`config.mk`:
```
export PLATFORM = sky130hd
export DESIGN_NAME = tour_cmd_sequencer
export DESIGN_NICKNAME = d
export VERILOG_FILES = /design/src/rtl/tour_cmd_sequencer.sv
export SDC_FILE = /design/constraint.sdc
export NUM_CORES = 1
export LEC_CHECK = 0
export ABC_AREA = 1
export ABC_CLOCK_PERIOD_IN_PS = 1700
export BUFFER_PORTS_ARGS = -buffer_cell sky130_fd_sc_hd__buf_2
export CAP_MARGIN = 10
export CELL_PAD_IN_SITES_DETAIL_PLACEMENT = 0
export CELL_PAD_IN_SITES_GLOBAL_PLACEMENT = 2
export CORE_ASPECT_RATIO = 1.1
export CORE_MARGIN = 4
export CORE_UTILIZATION = 19
export DETAILED_ROUTE_END_ITERATION = 16
export PLACE_DENSITY_LB_ADDON = 0.1
export SYNTH_ARGS = -nofsm -noshare
export SYNTH_HDL_FRONTEND = slang
export SYNTH_SLANG_ARGS = --single-unit
```
`constraint.sdc`:
```
create_clock -name clk -period 1.7 [get_ports clk]
set_input_delay 0.255 -clock clk [delete_from_list [all_inputs] [get_ports clk]]
set_output_delay 0.255 -clock clk [all_outputs]
set_load 0.02 [all_outputs]
```
`src/rtl/tour_cmd_sequencer.sv`:
```
// Command sequencer between the UART wrapper, the tour move store and cmd_proc.
// Idle: transparent mux for UART commands. During a tour: replays each stored
// knight move as a vertical command followed by a horizontal (fanfare) command.
//
//   state  | meaning
//   IDLE   | UART commands pass straight through to cmd_proc
//   VERT   | vertical command for move[mv_indx] offered to cmd_proc
//   WAIT_V | vertical command consumed, waiting for its completion
//   HORZ   | horizontal command for move[mv_indx] offered to cmd_proc
//   WAIT_H | horizontal command consumed, waiting for its completion
module tour_cmd_sequencer #(
  parameter int         NUM_MOVES = 24,
  parameter logic [7:0] RESP_MID  = 8'h5A,
  parameter logic [7:0] RESP_DONE = 8'hA5
) (
  input  logic        clk,
  input  logic        rst,
  input  logic        start_tour,
  input  logic [7:0]  move,
  output logic [4:0]  mv_indx,
  input  logic [15:0] cmd_UART,
  input  logic        cmd_rdy_UART,
  output logic        clr_cmd_rdy_UART,
  output logic [15:0] cmd,
  output logic        cmd_rdy,
  input  logic        clr_cmd_rdy,
  input  logic        send_resp,
  output logic [7:0]  resp,
  output logic        tour_active,
  output logic        err
);

  localparam logic [2:0] IDLE   = 3'd0;
  localparam logic [2:0] VERT   = 3'd1;
  localparam logic [2:0] WAIT_V = 3'd2;
  localparam logic [2:0] HORZ   = 3'd3;
  localparam logic [2:0] WAIT_H = 3'd4;

  localparam logic [4:0] LAST_IDX = 5'(NUM_MOVES - 1);

  logic [2:0]  state, nxt_state;
  logic [1:0]  dx_mag, dy_mag;
  logic        dx_neg, dy_neg;
  logic        move_ok;
  logic        last_move;
  logic [15:0] vert_cmd, horz_cmd;

  // Decode the one-hot move word into per-axis magnitude and direction
  always_comb begin
    dx_mag = 2'd0;
    dy_mag = 2'd0;
    dx_neg = 1'b0;
    dy_neg = 1'b0;
    case (move)
      8'h01: begin dx_mag = 2'd1;                 dy_mag = 2'd2;                 end
      8'h02: begin dx_mag = 2'd1; dx_neg = 1'b1; dy_mag = 2'd2;                 end
      8'h04: begin dx_mag = 2'd2; dx_neg = 1'b1; dy_mag = 2'd1;                 end
      8'h08: begin dx_mag = 2'd2; dx_neg = 1'b1; dy_mag = 2'd1; dy_neg = 1'b1; end
      8'h10: begin dx_mag = 2'd1; dx_neg = 1'b1; dy_mag = 2'd2; dy_neg = 1'b1; end
      8'h20: begin dx_mag = 2'd1;                 dy_mag = 2'd2; dy_neg = 1'b1; end
      8'h40: begin dx_mag = 2'd2;                 dy_mag = 2'd1; dy_neg = 1'b1; end
      8'h80: begin dx_mag = 2'd2;                 dy_mag = 2'd1;                 end
      default: begin end
    endcase
  end

  assign move_ok   = (move != 8'h00) && ((move & (move - 8'd1)) == 8'h00);
  assign last_move = (mv_indx == LAST_IDX);
  assign vert_cmd  = {4'h4, (dy_neg ? 8'h7F : 8'h00), 2'b00, dy_mag};
  assign horz_cmd  = {4'h5, (dx_neg ? 8'h3F : 8'hBF), 2'b00, dx_mag};

  // State register
  always_ff @(posedge clk or posedge rst) begin
    if (rst) state <= IDLE;
    else     state <= nxt_state;
  end

  // Move index: cleared at tour start, advanced after each completed move, never wraps
  always_ff @(posedge clk or posedge rst) begin
    if (rst)
      mv_indx <= 5'd0;
    else if (state == IDLE && start_tour)
      mv_indx <= 5'd0;
    else if (state == WAIT_H && send_resp && !last_move)
      mv_indx <= mv_indx + 5'd1;
  end

  // Next-state logic; only the handshake belonging to the current state is honoured
  always_comb begin
    nxt_state = state;
    case (state)
      IDLE:    if (start_tour) nxt_state = VERT;
      VERT:    if (!move_ok) nxt_state = IDLE;
               else if (clr_cmd_rdy) nxt_state = WAIT_V;
      WAIT_V:  if (send_resp) nxt_state = HORZ;
      HORZ:    if (clr_cmd_rdy) nxt_state = WAIT_H;
      WAIT_H:  if (send_resp) nxt_state = last_move ? IDLE : VERT;
      default: nxt_state = IDLE;
    endcase
  end

  // Output mux: UART passthrough when idle, tour commands otherwise
  always_comb begin
    cmd              = vert_cmd;
    cmd_rdy          = 1'b0;
    clr_cmd_rdy_UART = 1'b0;
    resp             = RESP_MID;
    err              = 1'b0;
    case (state)
      IDLE: begin
        cmd              = cmd_UART;
        cmd_rdy          = cmd_rdy_UART;
        clr_cmd_rdy_UART = clr_cmd_rdy;
        resp             = RESP_DONE;
      end
      VERT: begin
        cmd_rdy = move_ok;
        err     = !move_ok;
      end
      HORZ: begin
        cmd     = horz_cmd;
        cmd_rdy = 1'b1;
      end
      WAIT_H: begin
        cmd  = horz_cmd;
        resp = last_move ? RESP_DONE : RESP_MID;
      end
      default: begin end
    endcase
  end

  assign tour_active = (state != IDLE);

endmodule

```
==> impl_results.md, run 1 <==
* DR pass1 iterations at 4
* Type of the worst min-delay path: in2reg
* Hold Slack at 0.316 ns
* # Max-Cap Violations at 0
* Antenna violations before repair at 0
* FF+latch count, synth at 8
* Final setup viols at 18
* CTS tree: done
* Maximum fanout along the worst path at 6
* Final period utilization at 112%
* Depth of the CTS H-tree at 1
* Mean post-synth cell area at 5.79 um2
* Status: finished with violations
* FF-to-FF setup slack at 0.12 ns
* FMAX at 0.523 GHz
* CP startpoint kind: flip-flop
* Synth area leader: dfrtp_1
* Warnings from Yosys at 0
* Dpl cells at 289
* Number of global-route vias before repair at 1345
* Mapped Area at 973 um2
* Ranking of synthesized cells by area: dfrtp_1 21%, nand2_1 17%, inv_1 12%
* Slew margin rel. at 78.3%
* ANT nets after route at 0
* Vias/cell at 4.28
* Maximum VDD drop at 0.877 mV
* Distinct cell type count after synthesis at 25
* Sequential fraction of the synthesis area at 20.6%
* Tot GR Track Use at 9.98%
* Share of layout cells above drive strength 1 at 56.2%
* Post-Syn Instances at 168
* Die Y-Extent at 83.1 um
* Worst Max-Slew Pin Slew at 0.324 ns
* Mapped Nets at 199
* GPL Wtd Cong at 0.796
* Tmin final at 1.91 ns
* Full die area at 6330 um2
* Post-route clock skew at 0.00730 ns
* DP HPWL at 2.60 mm
* Beginning of the critical path: state[0]
* CTS Buf Count at 3
* R2r startpoint: state[0]
* Starting Density at 19.5%
* Wirelength per Cell at 10.7 um
* Post-synth top area share at 20.6%
* Total wire length at 3.32 mm
* Input/output buffers at 62
* Leak pwr at 1.01 nW
* Area grow syn2layout at 84.7%
* Core ar. at 5000 um2
* Unrepaired setup endpoints after global routing: yes
* Failing checks: negative setup slack
* Critical Path AT at 1.66 ns
* CTS sink cnt at 8
* WS Path Type: reg2out
* Cell Rows at 27
* Critical Path RT at 1.44 ns
* Worst setup EP type: primary output
* Total grt overflow at 0
* Worst Slack Setup Final at -0.212 ns
* Slew Viols, Final at 0
* Power density cells at 1520 nW/um2
* Largest net degree at the start of global routing at 12
* Drt drc at 0
* ANT cells at 0
* Final Net Count at 283
* Clock tree root buffer cell: clkbuf_8
* Clock transition at path regs at 0.05 ns
* Worst skew pair latency at 0.23 ns
* CTS Buffer Depth at 2
* Post-Layout Cell Count at 309
* Die X at 76.2 um
* RR Endpoint: mv_indx[3]
* Global-route wire length before repair at 5.44 mm
* Vias at 1321
* Reg2Reg Depth at 9
* # IOs at 63
* First DRT Iteration DRCs at 38
* Final hold violations at 0
* Worst setup path endpoint: cmd[5]
## how the worst min path moves through the flow
stage	from	end	slack, ns	depth (start not counted)
6_report	clr_cmd_rdy	state[2]	0.32	3
5_1_grt	clr_cmd_rdy	state[2]	0.33	3
4_1_cts	clr_cmd_rdy	state[2]	0.33	3
3_5_place_dp	rst	mv_indx[4]	0.22	2
3_3_place_gp	rst	mv_indx[4]	0.23	2
2_1_floorplan	rst	mv_indx[2]	0.07	1
## state kept, by name, summed over array words and instances (netlist names)
name     cells
mv_indx      5
state        3
## per-stage QoR
stage	instance area (um2)	setup TNS, ns	util (%)	total power [mW]	worst slack (ns)
final	1800	-1.81	36.0	2.73	-0.212
after global placement	1380	0	27.5	1.84	0.0111
after global routing	1800	-3.70	36.0	2.92	-0.323
after detailed placement	1380	0	27.5	1.83	0.0635
after floorplan	983	0	-	1.38	0.0373
after CTS	1600	-1.86	32.0	2.36	-0.180
## kinds of logic after synthesis
kind of cell	Yosys count	synth area share, %
AND/OR/NAND/NOR	96	46.9
buffers and inverters	43	19.0
AO/OA/AOI/OAI	20	12.2
flip-flops	8	20.6
adder cells (fa/ha/maj)	1	1.29
## cell type report
type,count,area [um2]
clock buffer,4,45.0
fill,581,3200
inverter,36,135
multi-input combinational,117,707
sequential,8,204
tap,58,72.6
timing repair buffer,86,634
## synthesized netlist by cell type (all sizes together)
| library cell | count |
|---|---|
| nand2 | 53 |
| inv | 36 |
| nor2 | 30 |
| o21ai | 10 |
| dfrtp | 8 |
| buf | 7 |
| a21oi | 6 |
| nand3 | 6 |
| nand4 | 5 |
| o211ai | 2 |
| a22oi | 1 |
| ha | 1 |
| nor3 | 1 |
| o2111ai | 1 |
| or2 | 1 |
## cell usage in the layout (no fill, tap or decap), types with 2 or more instances in the layout
master     n
inv_2      9
buf_2     39
o21ai_1    5
a21oi_1    5
o211ai_1   2
nor2_4    12
clkbuf_8   3
nand3_1    3
nor2_2     4
nor2_1    14
dfrtp_2    3
nand4_1    5
buf_4     27
nand2_2   14
nand2_1   37
dfrtp_1    5
nand3_2    3
buf_6     17
inv_1     27
nand2_4    2
o21ai_0    4
## where the power goes
part | total (mW) | internal [mW] | switching (mW)
Combinational | 2.23 | 1.01 | 1.22
Sequential | 0.255 | 0.217 | 0.0384
Clock | 0.246 | 0.163 | 0.0828
## worst max-delay path: stages (launching register included)
cell,delay (ns)
dfrtp_2,0.44
nor2_4,0.14
inv_2,0.06
nor2_4,0.18
nor2_4,0.05
o21ai_2,0.07
inv_2,0.06
nor2_4,0.20
nand2_1,0.09
buf_6,0.13
## metal layers
layer / track usage, % / wire, um / share of wire, %
met1: 11.7 / 1410 / 42
met2: 17.7 / 1680 / 51
met3: 3.15 / 224 / 6.7
met4: 1.98 / 8 / 0.24
met5: 0 / 0 / 0
## timing repair
action / CTS / global route
cloned: 0 / 0
hold buffers: 1 / 0
resized for setup: 30 / 47
pin swaps: 3 / 13
endpoints found under the hold margin: 8 / 0
endpoints found under the setup margin: 26 / 28
setup buffers: 9 / 9
Note: power is estimated with default switching activity, not from simulation.
==> run 2, diff against run 1 <==
--- a/config.mk
+++ b/config.mk
@@ -10,11 +10,12 @@
 export BUFFER_PORTS_ARGS = -buffer_cell sky130_fd_sc_hd__buf_2
 export CAP_MARGIN = 10
 export CELL_PAD_IN_SITES_DETAIL_PLACEMENT = 0
-export CELL_PAD_IN_SITES_GLOBAL_PLACEMENT = 2
+export CELL_PAD_IN_SITES_GLOBAL_PLACEMENT = 1
 export CORE_ASPECT_RATIO = 1.1
 export CORE_MARGIN = 4
-export CORE_UTILIZATION = 19
+export CORE_UTILIZATION = 26
 export DETAILED_ROUTE_END_ITERATION = 16
+export MAX_ROUTING_LAYER = met4
 export PLACE_DENSITY_LB_ADDON = 0.1
 export SYNTH_ARGS = -nofsm -noshare
 export SYNTH_HDL_FRONTEND = slang
==> run 2 against run 1 <==
Against the previous run: the flow still finishes with violations (negative setup slack); total power decreased by 0.65%; clock power hardly changed; wire length decreased by 3.5%; flip-flop and latch count unchanged; worst setup slack improved by 0.033 ns; first-iteration DRC count up 5.3%; critical path depth increased by 2; critical path type unchanged; highest routed layer unchanged.
==> impl_results.md, run 2 (synthesis results as in run 1) <==
* Type of the worst min-delay path: in2reg
* Antenna violations before repair at 0 (unchanged)
* Total grt overflow at 0 (unchanged)
* Switching pwr at 1.30 mW (-2.9%)
* P_int at 1.41 mW (+1.5%)
* R2r startpoint: state[0]
* CP cell instances: inv_2 -> nand2_2 -> nor2_4 -> inv_2 -> nand2_4 -> nor2_4 -> o21ai_2 -> inv_2 -> nor2_4 -> nand2_1 -> buf_6
* Post-Layout Cell Count at 301 (-2.6%)
* ANT cells at 0 (unchanged)
* GPL Wtd Cong at 0.766 (-3.8%)
* Depth of the CTS H-tree at 1 (unchanged)
* # Max-Cap Violations at 0 (unchanged)
* Die X at 66.3 um (-13%)
* Crit-path slowest cell: dfrtp_1
* Input/output buffers at 62 (unchanged)
* Wirelength per Cell at 10.6 um (-0.93%)
* FF-to-FF setup slack at 0.10 ns (-0.02 ns)
* Reg2Reg Depth at 10 (+1)
* FMAX at 0.532 GHz (+1.8%)
* Sw Share at 47.9% (-1.1 points)
* DP HPWL at 2.49 mm (-4.3%)
* Total wire length at 3.21 mm (-3.5%)
* Worst Slack Setup Final at -0.179 ns (+0.0333 ns)
* Maximum fanout along the worst path at 6 (unchanged)
* Worst setup EP type: primary output
* CTS tree: done
* Share of layout cells above drive strength 1 at 51.4% (-4.8 points)
* WS Path Type: reg2out
* Worst path max stage delay at 0.38 ns (-0.06 ns)
* Biggest regs: mv_indx: 5 flops, state: 3 flops
* M3 GR Usage at 1.70% (-1.4 points)
* Tmin final at 1.88 ns (-0.0333 ns)
* ANT nets after route at 0 (unchanged)
* Clock tree root buffer cell: clkbuf_8
* RR Endpoint: mv_indx[4]
* Sequential share of power at 9.1% (-0.2 points)
* DR pass1 iterations at 4 (unchanged)
* Unrepaired setup endpoints after global routing: yes
* Post-route clock skew at 0.00730 ns (+0.00000206 ns)
* Full die area at 4790 um2 (-24%)
* Fillers at 398 (-31%)
* Final setup viols at 22 (+4)
* Power density cells at 1530 nW/um2 (+0.97%)
* CTS Buffer Depth at 2 (unchanged)
* Met2 GRT Util at 23.4% (+5.6 points)
* Starting Density at 26.8% (+7.4 points)
* GRT met1 Usage at 14.3% (+2.6 points)
* Die Y-Extent at 72.2 um (-13%)
* Final hold violations at 0 (unchanged)
* Drt drc at 0 (unchanged)
* Tot GR Track Use at 13.0% (+3.0 points)
* Worst skew pair latency at 0.23 ns (about the same)
* Commonest non-fill, non-tap cell in the layout: nand2_1
* Clock transition at path regs at 0.04 ns (about the same)
* Post-Place Setup Slack at 0.0529 ns (-0.0106 ns)
* Worst Max-Slew Pin Slew at 0.324 ns (+0.0000348 ns)
* Vias at 1299 (-1.7%)
* CTS Buf Count at 3 (unchanged)
* Maximum VDD drop at 0.710 mV (-19%)
* Dpl cells at 277 (-4.2%)
* Gate power share at 81.9% (+0.2 points)
* CP startpoint kind: flip-flop
* Largest reg by FF count: mv_indx
* Largest net degree at the start of global routing at 11 (-1)
* Final period utilization at 111% (-2.0 points)
* Total negative slack at -2.20 ns (-0.398 ns)
* Top Usage Layer GRT: met2
* Most frequent cells in the layout: 43 x nand2_1, 36 x buf_2, 28 x inv_1
* Vias/cell at 4.32 (+0.95%)
* Final Net Count at 283 (unchanged)
* First DRT Iteration DRCs at 40 (+5.3%)
* Slew Viols, Final at 0 (unchanged)
* Status: finished with violations
* Critical Path RT at 1.44 ns (about the same)
* Clk pwr share at 9.1% (about the same)
* # IOs at 63 (unchanged)
* Final core occ at 48.8% (+13 points)
* Cell Rows at 23 (-15%)
* Number of global-route vias before repair at 1210 (-10%)
* Failing checks: negative setup slack
* CTS sink cnt at 8 (unchanged)
* Area grow syn2layout at 81.7%
* Critical Path AT at 1.62 ns (-0.04 ns)
* Max FFs per register at 5 (unchanged)
* Slew margin rel. at 78.3% (about the same)
* Worst setup path endpoint: cmd[7]
* Leak pwr at 1.02 nW (+0.93%)
* Global-route wire length before repair at 4.86 mm (-11%)
* Beginning of the critical path: state[2]
* Core ar. at 3630 um2 (-27%)
## run 2: cell counts in the layout (fill, tap and decap cells not counted)
No cell type changed its count.
## run 2: how the worst min path moves through the flow
| stage | from | depth (start not counted) | slack, ns | to |
|---|---|---|---|---|
| finish | clr_cmd_rdy | 3 | 0.31 | state[2] |
| CTS | clr_cmd_rdy | 3 | 0.31 | state[2] |
| global placement | rst | 2 | 0.22 | state[0] |
| global route | clr_cmd_rdy | 3 | 0.32 | state[2] |
| detailed placement | rst | 2 | 0.22 | state[0] |
| floorplan | rst | 1 | 0.07 | mv_indx[2] |
## run 2: cell type report
type / instances / area (um2) / area share [%]
Multi-Input combinational cell: 117 / 676 / 38.2
Timing Repair Buffer: 86 / 641 / 36.2
Sequential cell: 8 / 203 / 11.5
Inverter: 36 / 143 / 8.06
Tap cell: 50 / 62.6 / 3.54
Clock buffer: 4 / 45.0 / 2.55
## run 2: stage by stage
step	hold slack, ns	power (mW)	instance area, um2
global route	0.324	2.89	1770
finish	0.308	2.72	1770
global placement	0.216	1.74	1340
floorplan	0.0705	1.38	983
CTS	0.314	2.28	1530
detailed placement	0.222	1.75	1340
## run 2: what timing repair did
| action | CTS | global route |
|---|---|---|
| endpoints found under the setup margin | 19 | 28 |
| pin swaps | 6 | 12 |
| hold endpoints to repair | 8 | 0 |
| hold buffers | 1 | 0 |
| gates resized for setup | 23 | 51 |
| buffers inserted | 9 | 13 |
## run 2: power groups by stage
stage	Sequential, mW	Clock (mW)	Combinational [mW]
after floorplan	0.245	0	1.13
after global placement	0.239	0	1.50
after detailed placement	0.239	0	1.51
after CTS	0.239	0.249	1.79
after global routing	0.248	0.258	2.39
final	0.246	0.246	2.22
## run 2: critical path, delay by kind of cell (launching register included)
kind                   cells  cell delay [ns]
and+or+nand+nor            6             0.60
DFF                        1             0.38
buffers and inverters      4             0.34
AOI/OAI and AO/OA          1             0.08
## run 2: layer usage
metal  wire, um  vias to the layer above
li1           -                      674
met1       1250                      592
met2       1770                       27
met3        126                        6
met4         63                        0
met5          0                        -
==> run 3, diff against run 2 <==
--- a/config.mk
+++ b/config.mk
@@ -5,7 +5,7 @@
 export SDC_FILE = /design/constraint.sdc
 export NUM_CORES = 1
 export LEC_CHECK = 0
-export ABC_AREA = 1
+export ABC_AREA = 0
 export ABC_CLOCK_PERIOD_IN_PS = 1700
 export BUFFER_PORTS_ARGS = -buffer_cell sky130_fd_sc_hd__buf_2
 export CAP_MARGIN = 10
@@ -13,7 +13,7 @@
 export CELL_PAD_IN_SITES_GLOBAL_PLACEMENT = 1
 export CORE_ASPECT_RATIO = 1.1
 export CORE_MARGIN = 4
-export CORE_UTILIZATION = 26
+export CORE_UTILIZATION = 23
 export DETAILED_ROUTE_END_ITERATION = 16
 export MAX_ROUTING_LAYER = met4
 export PLACE_DENSITY_LB_ADDON = 0.1
==> run 3 against run 2 <==
Against the previous run: the run still ends with negative setup slack left; critical path type unchanged; synthesized cell count decreased by 7.7%; critical endpoint is now cmd[1]; total power decreased by 51%; sequential power decreased by 17%.
==> impl_results.md, run 3 <==
* Synth area leader: dfrtp_1
* Sw Share at 41.1% (-6.9 points)
* Post-Place Setup Slack at -0.0952 ns (-0.148 ns)
* Biggest regs: mv_indx: 5 flops, state: 3 flops
* Worst Slack Setup Final at -0.0437 ns (+0.135 ns)
* Global-route wire length before repair at 6.65 mm (+37%)
* Vias/cell at 4.68 (+8.5%)
* Wirelength per Cell at 13.9 um (+30%)
* Die X at 76.5 um (+15%)
* Tmin final at 1.74 ns (-0.135 ns)
* Critical Path RT at 1.44 ns (about the same)
* Status: finished with violations
* Final Cell Area at 2190 um2 (+24%)
* # Max-Cap Violations at 0 (unchanged)
* Total wire length at 4.05 mm (+26%)
* Power density cells at 603 nW/um2 (-61%)
* Synth top cells by count: 29 x nor2_1, 10 x a21oi_1, 9 x nand2_1
* Post-synth EDFFs at 0 (unchanged)
* Top_reg_cell synth: dfrtp_1
* Most frequent cells in the layout: 37 x buf_2, 30 x buf_4, 19 x buf_6
* Post-Syn Instances at 155 (-7.7%)
* Max FFs per register at 5 (unchanged)
* Type of the worst min-delay path: in2reg
* CTS Buf Count at 3 (unchanged)
* FF+latch count, synth at 8 (unchanged)
* Clock transition at path regs at 0.04 ns (about the same)
* Antenna violations before repair at 0 (unchanged)
* Core ar. at 5000 um2 (+38%)
* Sequential share of power at 15.4% (+6.3 points)
* WS Path Type: reg2out
* Full die area at 6380 um2 (+33%)
* Input/output buffers at 62 (unchanged)
* Largest reg by FF count: mv_indx
* Final core occ at 43.8% (-5.0 points)
* Switching pwr at 0.542 mW (-58%)
* Total grt overflow at 0 (unchanged)
* Mean post-synth cell area at 7.67 um2 (+32%)
* Total negative slack at -0.0884 ns (+2.12 ns)
* Maximum VDD drop at 0.174 mV (-75%)
* GPL Wtd Cong at 0.851 (+11%)
* Worst Max-Slew Pin Slew at 0.317 ns (-0.00717 ns)
* First DRT Iteration DRCs at 56 (+40%)
* CP startpoint kind: flip-flop
* Fillers at 531 (+33%)
* Cell Rows at 27 (+17%)
* Vias at 1367 (+5.2%)
* ANT nets after route at 0 (unchanged)
* P_int at 0.777 mW (-45%)
* Failing checks: negative setup slack
* Post-route clock skew at 0.00181 ns (-0.00549 ns)
* Commonest non-fill, non-tap cell in the layout: buf_2
* CTS Buffer Depth at 2 (unchanged)
* Number of global-route vias before repair at 1387 (+15%)
* Ranking of synthesized cells by area: dfrtp_1 17%, nor2_1 9.2%, clkbuf_8 5.8%
* Placed Area at 1530 um2 (+15%)
* Sequential fraction of the synthesis area at 16.8% (-3.7 points)
* Dpl cells at 272 (-1.8%)
* Share of layout cells above drive strength 1 at 65.4% (+14 points)
* Largest net degree at the start of global routing at 12 (+1)
* Clock tree root buffer cell: clkbuf_8
* Critical Path AT at 1.49 ns (-0.13 ns)
* DP HPWL at 2.98 mm (+20%)
* Leak pwr at 0.951 nW (-6.4%)
* Count leader, synth: nor2_1
* Mapped Area at 1190 um2 (+22%)
* Starting Density at 23.8% (-3.1 points)
* Maximum fanout along the worst path at 6 (unchanged)
* Mapped Nets at 186 (-6.5%)
* Async SR Flop Fraction at 100% (unchanged)
* Post-synth top area share at 16.8% (-3.7 points)
* ANT cells at 0 (unchanged)
* Warnings from Yosys at 0 (unchanged)
* Clk pwr share at 18.1% (+9.0 points)
* Final hold violations at 0 (unchanged)
* Worst setup EP type: primary output
* Final setup viols at 7 (-68%)
* Final Total Pwr at 1.32 mW (-51%)
* Slew margin rel. at 78.8% (+0.48 points)
* Post-Layout Cell Count at 292 (-3.0%)
* FMAX at 0.574 GHz (+7.7%)
* CTS tree: done
* Slew Viols, Final at 0 (unchanged)
* Hold Slack at 0.287 ns (-0.0209 ns)
* Depth of the CTS H-tree at 1 (unchanged)
* Tot GR Track Use at 12.8% (-0.14 points)
* Distinct cell type count after synthesis at 43 (+72%)
* Unrepaired setup endpoints after global routing: yes
* Worst skew pair latency at 0.23 ns (about the same)
* DR pass1 iterations at 4 (unchanged)
* Gate power share at 66.5% (-15 points)
* # IOs at 63 (unchanged)
* Die Y-Extent at 83.4 um (+16%)
* Final Net Count at 266 (-6.0%)
* Area grow syn2layout at 84.1%
* Final period utilization at 103% (-7.9 points)
* CTS sink cnt at 8 (unchanged)
* Drt drc at 0 (unchanged)
==> run 3: changes by cell type in the layout (fill, tap and decap cells not counted), moves of 4 or more <==
cell	delta
nand2_2	-6
inv_2	-5
nor4b_4	+5
and2_4	+7
nor3_2	+4
buf_12	+4
nor2_2	+6
inv_1	-25
nand4_1	-5
nor2_4	-6
nand2_1	-35
==> run 3: worst max-delay path, stage by stage (launching register included) <==
cell and delay (ns):
dfrtp_2 0.43, buf_12 0.15, or3_4 0.33, a21oi_2 0.14, nor3_2 0.06, buf_4 0.15
==> run 3: what timing repair did <==
action,in CTS,in global routing
cloned,1,0
endpoints found under the setup margin,26,25
setup buffers,11,3
hold endpoints to repair,8,0
gates resized for setup,70,49
pin swaps,17,21
hold buffers,1,0
==> run 3: per-layer routing <==
layer / share of wire (%) / GRT usage (%) / wire length [um]
met1: 39 / 14.1 / 1560
met2: 56 / 24.1 / 2280
met3: 3.8 / 1.84 / 155
met4: 1.3 / 2.97 / 52
met5: 0 / - / 0
==> run 3: layout make-up <==
type / instances / area (um2) / area share [%]
sequential: 8 / 204 / 9.32
clock buffer: 4 / 45.0 / 2.06
inverter: 5 / 28.8 / 1.32
tap: 58 / 72.6 / 3.32
timing repair buffer: 93 / 754 / 34.5
multi-input combinational: 124 / 1080 / 49.5
==> run 3: cells by family after synthesis <==
kind of cell,after synthesis,share of synthesized area (%)
compound gates,34,19.3
mux,2,1.68
simple gates,79,39.2
buf+inv,23,16.1
flops,8,16.8
xor+xnor,8,5.89
fa+ha+maj,1,1.05
==> run 3: path summary, 6_finish.rpt <==
kind | slack (ns) | cells after the start | startpoint | endpoint
setup reg to reg | 0.14 | 8 | mv_indx[1] | mv_indx[2]
hold reg to reg | 0.59 | 2 | mv_indx[4] | mv_indx[4]
min in group asynchronous | 0.52 | 3 | rst | mv_indx[3]
setup / recovery | -0.04 | 5 | state[1] | cmd[1]
hold / removal | 0.29 | 2 | send_resp | state[2]
max in group asynchronous | 0.92 | 3 | rst | state[1]
==> run 3: power by group through the flow <==
stage | logic [mW] | registers [mW] | clock network, mW
final | 0.878 | 0.203 | 0.239
after CTS | 0.789 | 0.203 | 0.245
after detailed placement | 0.609 | 0.204 | 0
after floorplan | 0.438 | 0.204 | 0
after global placement | 0.603 | 0.204 | 0
after global routing | 0.938 | 0.203 | 0.256
